<file path="config.mk">
export PLATFORM = sky130hd
export DESIGN_NAME = calc_seq_ctrl
export DESIGN_NICKNAME = d
export VERILOG_FILES = /design/src/rtl/calc_pkg.sv /design/src/rtl/calc_lat_cnt.sv /design/src/rtl/calc_seq_ctrl.sv
export SDC_FILE = /design/constraint.sdc
export NUM_CORES = 1
export LEC_CHECK = 0
export BUFFER_PORTS_ARGS = -buffer_cell sky130_fd_sc_hd__buf_2
export CORE_MARGIN = 2
export CORE_UTILIZATION = 41
export CTS_CLUSTER_DIAMETER = 200
export DETAILED_ROUTE_END_ITERATION = 7
export PLACE_DENSITY = 0.72
export SLEW_MARGIN = 20
export SYNTH_ARGS = -nofsm -noshare
export SYNTH_HDL_FRONTEND = slang
export SYNTH_SLANG_ARGS = --single-unit
</file>
<file path="constraint.sdc">
create_clock -name clk -period 1.5 [get_ports clk]
set_clock_uncertainty 0.05 [all_clocks]
set_input_delay 0.15 -clock clk [delete_from_list [all_inputs] [get_ports clk]]
set_output_delay 0.15 -clock clk [all_outputs]
set_load 0.02 [all_outputs]
</file>
<file path="src/rtl/calc_pkg.sv">
// Shared state encoding and datapath select derivation for the calculator sequencer.
package calc_pkg;

  typedef enum logic [2:0] {
    ST_IDLE   = 3'd0,
    ST_WAIT_X = 3'd1,
    ST_WAIT_Y = 3'd2,
    ST_WAIT_S = 3'd3,
    ST_EXEC   = 3'd4,
    ST_DONE   = 3'd5,
    ST_ERR    = 3'd6
  } calc_state_e;

  // Operand/result selects sit just above the 2**opw opcode selects.
  function automatic int unsigned sel_x_of(input int unsigned opw);
    return 32'd1 << opw;
  endfunction

  function automatic int unsigned sel_y_of(input int unsigned opw);
    return (32'd1 << opw) + 32'd1;
  endfunction

  function automatic int unsigned sel_r_of(input int unsigned opw);
    return (32'd1 << opw) + 32'd2;
  endfunction

endpackage

</file>
<file path="src/rtl/calc_lat_cnt.sv">
// EXEC latency counter; tc flags the cycle whose increment reaches MAXLAT-1.
module calc_lat_cnt #(
  parameter int MAXLAT = 16,
  parameter int CW     = $clog2(MAXLAT)
) (
  input  logic clk,
  input  logic rst,
  input  logic clr,
  input  logic en,
  output logic tc
);

  logic [CW-1:0] cnt;

  always_ff @(posedge clk or negedge rst) begin
    if (!rst)     cnt <= '0;
    else if (clr) cnt <= '0;
    else if (en)  cnt <= cnt + 1'b1;
  end

  assign tc = en && (cnt == CW'(MAXLAT - 2));

endmodule

</file>
<file path="src/rtl/calc_seq_ctrl.sv">
// Sequencer for a load-X / load-Y / execute calculator datapath with
// timeout, divide-by-zero error and result chaining.
module calc_seq_ctrl
  import calc_pkg::*;
#(
  parameter int OPW    = 2,
  parameter int SELW   = 3,
  parameter int MAXLAT = 16
) (
  input  logic            clk,
  input  logic            rst,
  input  logic            start_x,
  input  logic            start_y,
  input  logic            start_s,
  input  logic [OPW-1:0]  op,
  input  logic            chain,
  input  logic            dp_done,
  input  logic            div_zero,
  input  logic            abort,
  output logic            ld_x,
  output logic            clr_x,
  output logic            ld_y,
  output logic            clr_y,
  output logic            ld_r,
  output logic [SELW-1:0] s,
  output logic            dp_go,
  output logic [2:0]      state,
  output logic            busy,
  output logic            done,
  output logic            err
);

  localparam logic [SELW-1:0] SEL_X = SELW'(sel_x_of(OPW));
  localparam logic [SELW-1:0] SEL_Y = SELW'(sel_y_of(OPW));
  localparam logic [SELW-1:0] SEL_R = SELW'(sel_r_of(OPW));

  calc_state_e    st_q, st_d;
  logic [OPW-1:0] op_q;
  logic           res_valid;
  logic           op_ld, rv_set, rv_clr;
  logic           cnt_clr, cnt_en, cnt_tc;

  calc_lat_cnt #(.MAXLAT(MAXLAT)) u_lat (
    .clk (clk),
    .rst (rst),
    .clr (cnt_clr),
    .en  (cnt_en),
    .tc  (cnt_tc)
  );

  always_ff @(posedge clk or negedge rst) begin
    if (!rst) begin
      st_q      <= ST_IDLE;
      op_q      <= '0;
      res_valid <= 1'b0;
    end else begin
      st_q <= st_d;
      if (op_ld)  op_q      <= op;
      if (rv_set) res_valid <= 1'b1;
      if (rv_clr) res_valid <= 1'b0;
    end
  end

  always_comb begin
    st_d    = st_q;
    ld_x    = 1'b0;
    clr_x   = 1'b0;
    ld_y    = 1'b0;
    clr_y   = 1'b0;
    ld_r    = 1'b0;
    s       = SEL_X;
    dp_go   = 1'b0;
    busy    = 1'b0;
    done    = 1'b0;
    err     = 1'b0;
    op_ld   = 1'b0;
    rv_set  = 1'b0;
    rv_clr  = 1'b0;
    cnt_clr = 1'b0;
    cnt_en  = 1'b0;
    case (st_q)
      ST_IDLE: begin
        clr_x = 1'b1;
        clr_y = 1'b1;
        st_d  = ST_WAIT_X;
      end
      ST_WAIT_X: begin
        if (chain && res_valid) s = SEL_R;
        if (start_x) begin
          ld_x = 1'b1;
          st_d = ST_WAIT_Y;
        end
      end
      ST_WAIT_Y: begin
        if (start_y) begin
          ld_y = 1'b1;
          s    = SEL_Y;
          st_d = ST_WAIT_S;
        end
      end
      ST_WAIT_S: begin
        if (start_s) begin
          op_ld   = 1'b1;
          s       = SELW'(op);
          dp_go   = 1'b1;
          cnt_clr = 1'b1;
          st_d    = ST_EXEC;
        end
      end
      ST_EXEC: begin
        busy   = 1'b1;
        s      = SELW'(op_q);
        cnt_en = 1'b1;
        // A completion in the terminal cycle wins over the timeout.
        if (dp_done) begin
          if (div_zero) st_d = ST_ERR;
          else begin
            ld_r = 1'b1;
            st_d = ST_DONE;
          end
        end else if (cnt_tc) begin
          st_d = ST_ERR;
        end
      end
      ST_DONE: begin
        done   = 1'b1;
        rv_set = 1'b1;
        st_d   = ST_WAIT_X;
      end
      ST_ERR: begin
        err    = 1'b1;
        clr_x  = 1'b1;
        clr_y  = 1'b1;
        rv_clr = 1'b1;
      end
      default: st_d = ST_IDLE;
    endcase
    // Abort beats every strobe; status decode of the current state stays visible.
    if (abort && st_q != ST_IDLE) begin
      st_d    = ST_IDLE;
      ld_x    = 1'b0;
      ld_y    = 1'b0;
      ld_r    = 1'b0;
      dp_go   = 1'b0;
      op_ld   = 1'b0;
      cnt_clr = 1'b0;
    end
  end

  assign state = st_q;

endmodule

</file>
# After elaboration in Yosys (flattened, before gate mapping)

Index checks and enable logic that the tools add are counted.

Register bits after elaboration: 10
Input port bits: 11
Output and inout bits: 15
Logic and storage cells: 60

Add/sub/neg operators: 1
Equal/unequal tests: 12
Mux-type cells: 33
Reduce and logical (&&, ||, !) cells: 10

Operators with widths:

| kind                                                            | number |
|---|---|
| 3-bit two-way mux                                               | 7 |
| 1-bit two-way mux                                               | 20 |
| 3-bit case mux with 6 select lines                              | 1 |
| 3-bit case mux with 4 select lines                              | 1 |
| 3-bit == test, second input constant                            | 3 |
| 3-bit inequality test, second input constant                    | 3 |
| 4-bit two-way mux                                               | 2 |
| 3-bit by 2-bit == test with 1-bit output, second input constant | 2 |
| 5-bit AND reduction                                             | 1 |
| 4-bit by 1-bit adder with 4-bit output, second input constant   | 1 |
| 4-bit == test, second input constant                            | 1 |
| 2-bit two-way mux                                               | 2 |
| 4-bit inequality test, second input constant                    | 1 |
| 2-bit nonzero test                                              | 2 |
| 2-bit OR reduction                                              | 2 |
| 3-bit by 1-bit == test with 1-bit output, second input constant | 1 |
| 1-bit logical AND                                               | 3 |
| 3-bit zero test                                                 | 1 |
| 3-bit nonzero test                                              | 1 |
| 2-bit inequality test, second input constant                    | 1 |

# Logic depth before layout (Yosys ltp)

Gate-level depths: netlist (run 1).

Depth after elaboration: 7
Depth in mapped cells: 5

# Hierarchy

Synthesis (run 1) repeated with hierarchy kept, for this count alone.

Cells, all modules: 76
Area, all modules: 724.4 um^2

Modules (own cells, without submodules):

| module        | times used | cells an instance | area each (um^2) |
|---|---|---|---|
| calc_seq_ctrl | 1          | 56                | 501.7 |
| calc_lat_cnt  | 1          | 20                | 222.7 |

# Worst setup path before layout (run 1)

Ideal clock, no wire load.

Path type: register to output
Start: register st_q[1], in the netlist state[1]
End: output port clr_y
Data arrival time: 1.601 ns
Required time: 1.300 ns
Setup slack: -0.301 ns
Stages on the path, launching flop included: 5
Buffers on the path: 2
Path through: dfrtp_1 -> clkbuf_1 -> and2b_1 -> nor3_1 -> buf_4

Longest elaborated chain between the ends: 3

RTL lines:

| element                                                 | RTL line            | text |
|---|---|---|
| from (decl)                                             | calc_seq_ctrl.sv:37 | `calc_state_e st_q, st_d;` |
| from (signal assigned)                                  | calc_seq_ctrl.sv:57 | `st_q <= st_d;` |
| 3-bit == test / 3-bit zero test (equally long branches) | --                  |  |
| 2-bit OR reduction (no line) *                          | --                  |  |
| 1-bit two-way mux *                                     | --                  |  |
| to (decl)                                               | calc_seq_ctrl.sv:23 | `output logic clr_y,` |

Every way passes the cells marked *; elsewhere a longest branch is shown, timed or not.

# Worst setup path in the final report (run 1)

Start: register st_q[2], in the netlist state[2]
End: output port ld_y

Longest elaborated chain between the ends: 3

RTL lines:

| element                                                                               | RTL line                                  | text |
|---|---|---|
| 3-bit by 2-bit == test with 1-bit output / 3-bit nonzero test (equally long branches) | calc_seq_ctrl.sv:81, calc_seq_ctrl.sv:139 |  |
| 1-bit two-way mux / 1-bit logical AND (equally long branches)                         | calc_seq_ctrl.sv:81, calc_seq_ctrl.sv:139 |  |
| 1-bit two-way mux *                                                                   | calc_seq_ctrl.sv:139                      | `if (abort && st_q != ST_IDLE) begin` |
| to (decl)                                                                             | calc_seq_ctrl.sv:22                       | `output logic ld_y,` |

Marked as above.

==> results.py, run 1 <==
metrics = {
    "timing": {
        "slew_headroom_pct": 84.2,
        "min_period_ns": 1.69,
        "setup_ws_ns": -0.193,
        "timing.hold.ws_ns": 0.0752,
        "worstMarginPinSlew_ns": 0.237,
        "finalSetupViolations": 14,
        "rsz0062_at_grt": "yes",
        "clock.fmax_mhz": 591,
        "hold_viol": 0,
        "post-route-period-util_pct": 113,
        "drv_slew": 0,
    },
    "critical_path": {
        "end_kind": "output port",
        "path_depth": 5,
        "critPathLaunch": "state[2]$_DFFE_PN0P_",
        "path_buf_inv": 2,
        "path_common_cell": "buf_4",
        "r2r_cells": 6,
        "critPathArrivalTime_ns": 1.49,
        "max_stage_delay_ns": 0.43,
        "cp_top_family": "simple AND/OR/NAND/NOR gates",
        "crit_path_max_fanout": 4,
        "cp_cell_sequence": "buf_4, and2b_1, nand2b_1, nor3b_2, buf_4",
        "critPathKind": "flip-flop to output port",
        "slowest_stage": "dfrtp_2",
        "r2r-start": "state[0]$_DFFE_PN0P_",
        "startpoint_type": "flip-flop",
        "crit_required_ns": 1.30,
    },
    "global_routing": {
        "grt_pass1_vias": 656,
        "grt_use_total_pct": 20.5,
        "grt_pass1_wl_um": 2920,
        "antenna_found_initial": 0,
        "grt_max_degree": 14,
        "gr-total-overflow": 0,
    },
    "layout": {
        "final_util_pct": 74.6,
        "nFillCells": 105,
        "nets": 129,
        "antenna_cells": 0,
        "syn_to_final_growth_pct": 70.7,
        "regArea_um2": 254,
        "multi_input_area_um2": 457,
        "layout-drive-gt1-share_pct": 61.7,
    },
    "clock_tree": {
        "cts_buffers": 3,
        "clk_pin_slew_ns": 0.07,
        "clkLatencyLatePin_ns": 0.27,
        "cts_tree": "done",
        "cts_max_path_buffers": 2,
        "clockRootBuffer": "clkbuf_4",
        "htree_levels": 1,
        "clock_sinks": 10,
    },
    "routing": {
        "drc": 0,
        "wl_per_cell_um": 15.1,
        "drt-initial-drc-count": 23,
        "finalWirelength_um": 1980,
        "via_count": 735,
        "dr.pass1.iters": 4,
        "viasPerCell": 5.61,
        "antenna_left": 0,
    },
    "floorplan": {
        "core_mm2": 0.00151,
        "dieArea_mm2": 0.00194,
        "io_pins": 26,
        "rows": 14,
        "initial_core_util_pct": 43.7,
        "die_h_um": 44.1,
        "die_w_um": 44.1,
    },
    "yosys": {
        "syn_area_per_cell_um2": 9.02,
        "synth_cell_types": 34,
        "synth-seq-cells": 10,
        "syn_area_um2": 658,
        "synth.net_count": 86,
        "syn_inst": 73,
        "ys_warn_count": 0,
        "synth_seq_area_share_pct": 38.0,
    },
    "job": {
        "max_cap_viol_count": 0,
    },
    "power": {
        "powerDensity_mw_per_mm2": 1770,
        "power.leakage_nw": 0.525,
        "ir_worst_vdd_v": 0.000893,
    },
    "hold_path": {
        "hold_depth": 2,
        "min_from": "op[1]",
        "min_path_type": "primary input to flip-flop",
    },
    "place": {
        "place_hpwl_um": 1180,
        "io_buffer_count": 25,
        "gp_congestion": 0.829,
    },
    "outcome": {
        "status": "finished, violations left",
        "failed_checks": "negative setup slack",
    },
}
==> state kept, by name (all words and copies together) (netlist names) <==
name	count
state	3
res_valid	1
u_lat.cnt	4
op_q	2
==> stage by stage <==
step | instances | cell area (um^2) | setup WS, ns | total power [W] | TNS [ns]
floorplan | 73 | 681 | -0.130 | 0.00107 | -0.381
global placement | 115 | 845 | 0.0605 | 0.00128 | 0
detailed placement | 115 | 845 | 0.0342 | 0.00130 | 0
CTS | 126 | 1010 | -0.161 | 0.00174 | -1.17
global route | 131 | 1120 | -0.230 | 0.00211 | -2.13
finish | 131 | 1120 | -0.193 | 0.00199 | -1.48
==> report_power, final <==
part / switching, W / internal [W] / total, W
Sequential: 0.000146 / 0.000400 / 0.000546
Combinational: 0.000579 / 0.000614 / 0.00119
Clock: 0.000103 / 0.000148 / 0.000251
Total: 0.000828 / 0.00116 / 0.00199
==> layout make-up <==
class	instances	share of cell area (%)
Clock buffer	4	3.23
Multi-Input combinational cell	57	40.6
Sequential cell	10	22.6
Inverter	2	1.11
Tap cell	16	1.78
Timing Repair Buffer	42	30.6
==> logic make-up after synthesis <==
group | Yosys count | share of synthesized area (%)
buffers and inverters | 6 | 4.18
AND/OR/NAND/NOR | 35 | 31.7
flip-flops | 10 | 38.0
AO/OA/AOI/OAI | 15 | 14.8
multiplexers | 2 | 3.42
XOR/XNOR | 3 | 3.99
adder cells (fa/ha/maj) | 2 | 3.80
==> routing by layer <==
metal  global-route usage (%)  wire length, um
met1                     27.6              841
met2                     31.2              961
met3                     3.67              130
met4                     10.9               49
met5                        0                0
==> repair_timing <==
action	CTS	global route
endpoints found under the hold margin	10	0
cloned	0	1
gates resized for setup	24	16
buffers inserted	6	4
hold buffers	1	0
pin swaps	8	2
setup endpoints to repair	12	17
==> cells in the mapped netlist <==
| master | n | share of area, % |
|---|---|---|
| a21o_1 | 1 | 1.1 |
| a21oi_1 | 2 | 1.5 |
| a22oi_1 | 1 | 1.1 |
| a311oi_1 | 1 | 1.3 |
| a32oi_1 | 1 | 1.3 |
| and2_1 | 2 | 1.9 |
| and2b_1 | 3 | 3.4 |
| and3_1 | 2 | 1.9 |
| buf_4 | 1 | 1.1 |
| clkbuf_1 | 3 | 1.7 |
| clkinv_2 | 1 | 0.76 |
| dfrtp_1 | 10 | 38 |
| ha_1 | 2 | 3.8 |
| inv_1 | 1 | 0.57 |
| mux2_2 | 2 | 3.4 |
| nand2_1 | 4 | 2.3 |
| nand2b_1 | 2 | 1.9 |
| nand3_1 | 1 | 0.76 |
| nand3b_1 | 1 | 1.1 |
| nand4_2 | 1 | 1.9 |
| nor2_1 | 9 | 5.1 |
| nor2_2 | 1 | 0.95 |
| nor2_4 | 1 | 1.7 |
| nor2b_1 | 3 | 2.9 |
| nor3_1 | 1 | 0.76 |
| nor3b_1 | 2 | 2.3 |
| o211ai_1 | 1 | 1.1 |
| o21a_1 | 1 | 1.1 |
| o21ai_0 | 6 | 4.6 |
| o32a_1 | 1 | 1.5 |
| or2b_1 | 1 | 1.1 |
| or3b_4 | 1 | 1.7 |
| xnor2_1 | 1 | 1.3 |
| xor2_1 | 2 | 2.7 |
==> final timing paths <==
check	endpoint	slack, ns
min	op_q[1]$_DFFE_PN0P_	0.08
max in group asynchronous	state[1]$_DFFE_PN0P_	0.97
max	ld_y	-0.19
min reg2reg	op_q[1]$_DFFE_PN0P_	0.47
min in group asynchronous	op_q[0]$_DFFE_PN0P_	0.22
max reg2reg	u_lat.cnt[3]$_DFFE_PN0P_	-0.05
==> cells in the final DEF (no fill, tap or decap), drive strengths merged <==
master / instances
nand3b: 1
and2b: 3
nand2: 4
or2b: 1
and2: 2
inv: 1
o32a: 1
nand2b: 2
a21oi: 2
nor3: 1
o211ai: 1
ha: 2
nor2b: 3
and3: 2
clkbuf: 5
clkinv: 1
o21ai: 6
a22oi: 1
a21o: 1
nor2: 11
buf: 40
nand4: 1
dlygate4sd3: 1
nand3: 1
a32oi: 1
a311oi: 1
o21a: 1
nor3b: 2
mux2: 2
xnor2: 1
or3b: 1
xor2: 2
dfrtp: 10
Note: power is estimated with default switching activity, not from simulation.
==> run 2: changes to the inputs <==
- RECOVER_POWER: not set -> 50
==> run 2 against run 1 <==
The flow still finishes with violations (negative setup slack). Via count down 0.68%. Power about the same. Combinational power about the same. Critical endpoint unchanged. Largest power group unchanged.
==> results.py, run 2 (synthesis gave the netlist of run 1 again) <==
metrics = {
    "critical_path": {
        "path_depth": 5,
        "cp_top_family": "simple AND/OR/NAND/NOR gates",
        "critPathArrivalTime_ns": 1.49,
        "path_buf_inv": 2,
        "slowest_stage": "dfrtp_2",
        "crit_required_ns": 1.30,
        "startpoint_type": "flip-flop",
        "cp_cell_sequence": "buf_4, and2b_1, nand2b_1, nor3b_2, buf_4",
        "rr_endpoint": "u_lat.cnt[3]$_DFFE_PN0P_",
        "rrSetupSlack_ns": -0.05,
        "crit_path_max_fanout": 4,
        "max_stage_delay_ns": 0.43,
        "critPathKind": "flip-flop to output port",
        "r2r-start": "state[0]$_DFFE_PN0P_",
        "path_common_cell": "buf_4",
        "critPathCapture": "ld_y",
        "critPathLaunch": "state[2]$_DFFE_PN0P_",
        "r2r_cells": 6,
        "end_kind": "output port",
    },
    "power": {
        "power.leakage_nw": 0.522,
        "ir_worst_vdd_v": 0.000889,
        "powerDensity_mw_per_mm2": 1770,
    },
    "global_routing": {
        "grt_pass1_vias": 656,
        "grt_max_degree": 14,
        "grt.busiest_layer": "met2",
        "gr-total-overflow": 0,
        "gr-usage-met3_pct": 3.67,
        "antenna_found_initial": 0,
        "grt_use_total_pct": 20.5,
        "grt_pass1_wl_um": 2920,
        "met1_usage_pct": 27.6,
        "gr-usage-met2_pct": 31.2,
    },
    "clock_tree": {
        "clockRootBuffer": "clkbuf_4",
        "cts_tree": "done",
        "clkLatencyLatePin_ns": 0.27,
        "htree_levels": 1,
        "clk_pin_slew_ns": 0.07,
        "cts_buffers": 3,
        "clock_sinks": 10,
        "cts_max_path_buffers": 2,
    },
    "layout": {
        "syn_to_final_growth_pct": 70.5,
        "mostFrequentLayoutCells": "17 x buf_4, 12 x buf_2, 9 x buf_6",
        "layout-drive-gt1-share_pct": 60.9,
        "fin_area_mm2": 0.00112,
        "largest_reg_flops": 4,
        "nFillCells": 106,
        "final_cells": 131,
        "multi_input_area_um2": 457,
        "nets": 129,
        "layout_commonest_cell": "buf_4",
        "regArea_um2": 254,
        "largest-register": "u_lat.cnt",
        "final_util_pct": 74.5,
        "antenna_cells": 0,
    },
    "place": {
        "gp_congestion": 0.829,
        "place_hpwl_um": 1180,
        "dp_cells": 115,
        "io_buffer_count": 25,
        "dpl_cell_area_um2": 845,
    },
    "floorplan": {
        "die_h_um": 44.1,
        "rows": 14,
        "core_mm2": 0.00151,
        "dieArea_mm2": 0.00194,
        "initial_core_util_pct": 43.7,
        "die_w_um": 44.1,
        "io_pins": 26,
    },
    "routing": {
        "dr.pass1.iters": 4,
        "finalWirelength_um": 1990,
        "drc": 0,
        "wl_per_cell_um": 15.2,
        "via_count": 730,
        "antenna_left": 0,
        "drt-initial-drc-count": 23,
        "viasPerCell": 5.57,
    },
    "timing": {
        "clock.fmax_mhz": 590,
        "rsz0062_at_grt": "yes",
        "fin_setup_tns_ns": -1.49,
        "drv_slew": 0,
        "setup_ws_ns": -0.195,
        "post-route-period-util_pct": 113,
        "timing.hold.ws_ns": 0.0756,
        "slew_headroom_pct": 61.9,
        "min_period_ns": 1.69,
        "hold_viol": 0,
        "worstMarginPinSlew_ns": 0.571,
        "finalSetupViolations": 14,
    },
    "outcome": {
        "status": "finished, violations left",
        "failed_checks": "negative setup slack",
    },
    "job": {
        "max_cap_viol_count": 0,
    },
    "hold_path": {
        "min_path_type": "primary input to flip-flop",
    },
}
[run 2: metrics by stage]
| step | setup slack, ns | power [W] |
|---|---|---|
| 2_1_floorplan | -0.130 | 0.00107 |
| 3_3_place_gp | 0.0605 | 0.00128 |
| 3_5_place_dp | 0.0342 | 0.00130 |
| 4_1_cts | -0.161 | 0.00174 |
| 5_1_grt | -0.230 | 0.00211 |
| 6_report | -0.195 | 0.00199 |
[run 2: where the power goes]
| group | leakage [nW] | internal, W | switching (W) | total (W) |
|---|---|---|---|---|
| Clock | 0.0210 | 0.000148 | 0.000103 | 0.000250 |
| Combinational | 0.379 | 0.000614 | 0.000579 | 0.00119 |
| Sequential | 0.122 | 0.000400 | 0.000146 | 0.000545 |
[run 2: worst min-delay path by stage]
stage / slack [ns] / cells after the start / startpoint / endpoint
finish: 0.08 / 2 / op[1] / op_q[1]$_DFFE_PN0P_
global route: 0.07 / 2 / op[1] / op_q[1]$_DFFE_PN0P_
CTS: 0.07 / 2 / op[1] / op_q[1]$_DFFE_PN0P_
detailed placement: -0.02 / 1 / rst / u_lat.cnt[0]$_DFFE_PN0P_
global placement: -0.02 / 1 / rst / u_lat.cnt[0]$_DFFE_PN0P_
floorplan: -0.20 / 0 / rst / op_q[0]$_DFFE_PN0P_
[run 2: what timing repair did]
| item | in CTS | in global routing |
|---|---|---|
| hold buffers | 1 | 0 |
| resized for setup | 24 | 16 |
| setup endpoints to repair | 12 | 17 |
| buffers inserted | 6 | 4 |
| endpoints found under the hold margin | 10 | 0 |
| cloned | 0 | 1 |
| pin swaps | 8 | 2 |
[run 2: final cells by class]
cell class                      count  area share [%]
Sequential cell                    10            22.6
Multi-Input combinational cell     57            40.7
Tap cell                           16            1.78
Clock buffer                        4            3.23
Timing Repair Buffer               42            30.5
Inverter                            2            1.11
[run 2: routing by layer]
metal  vias to the layer above  wire length (um)
met5                         -                 0
met4                         0                51
met3                         6               130
met2                        38               958
met1                       345               847
li1                        341                 -
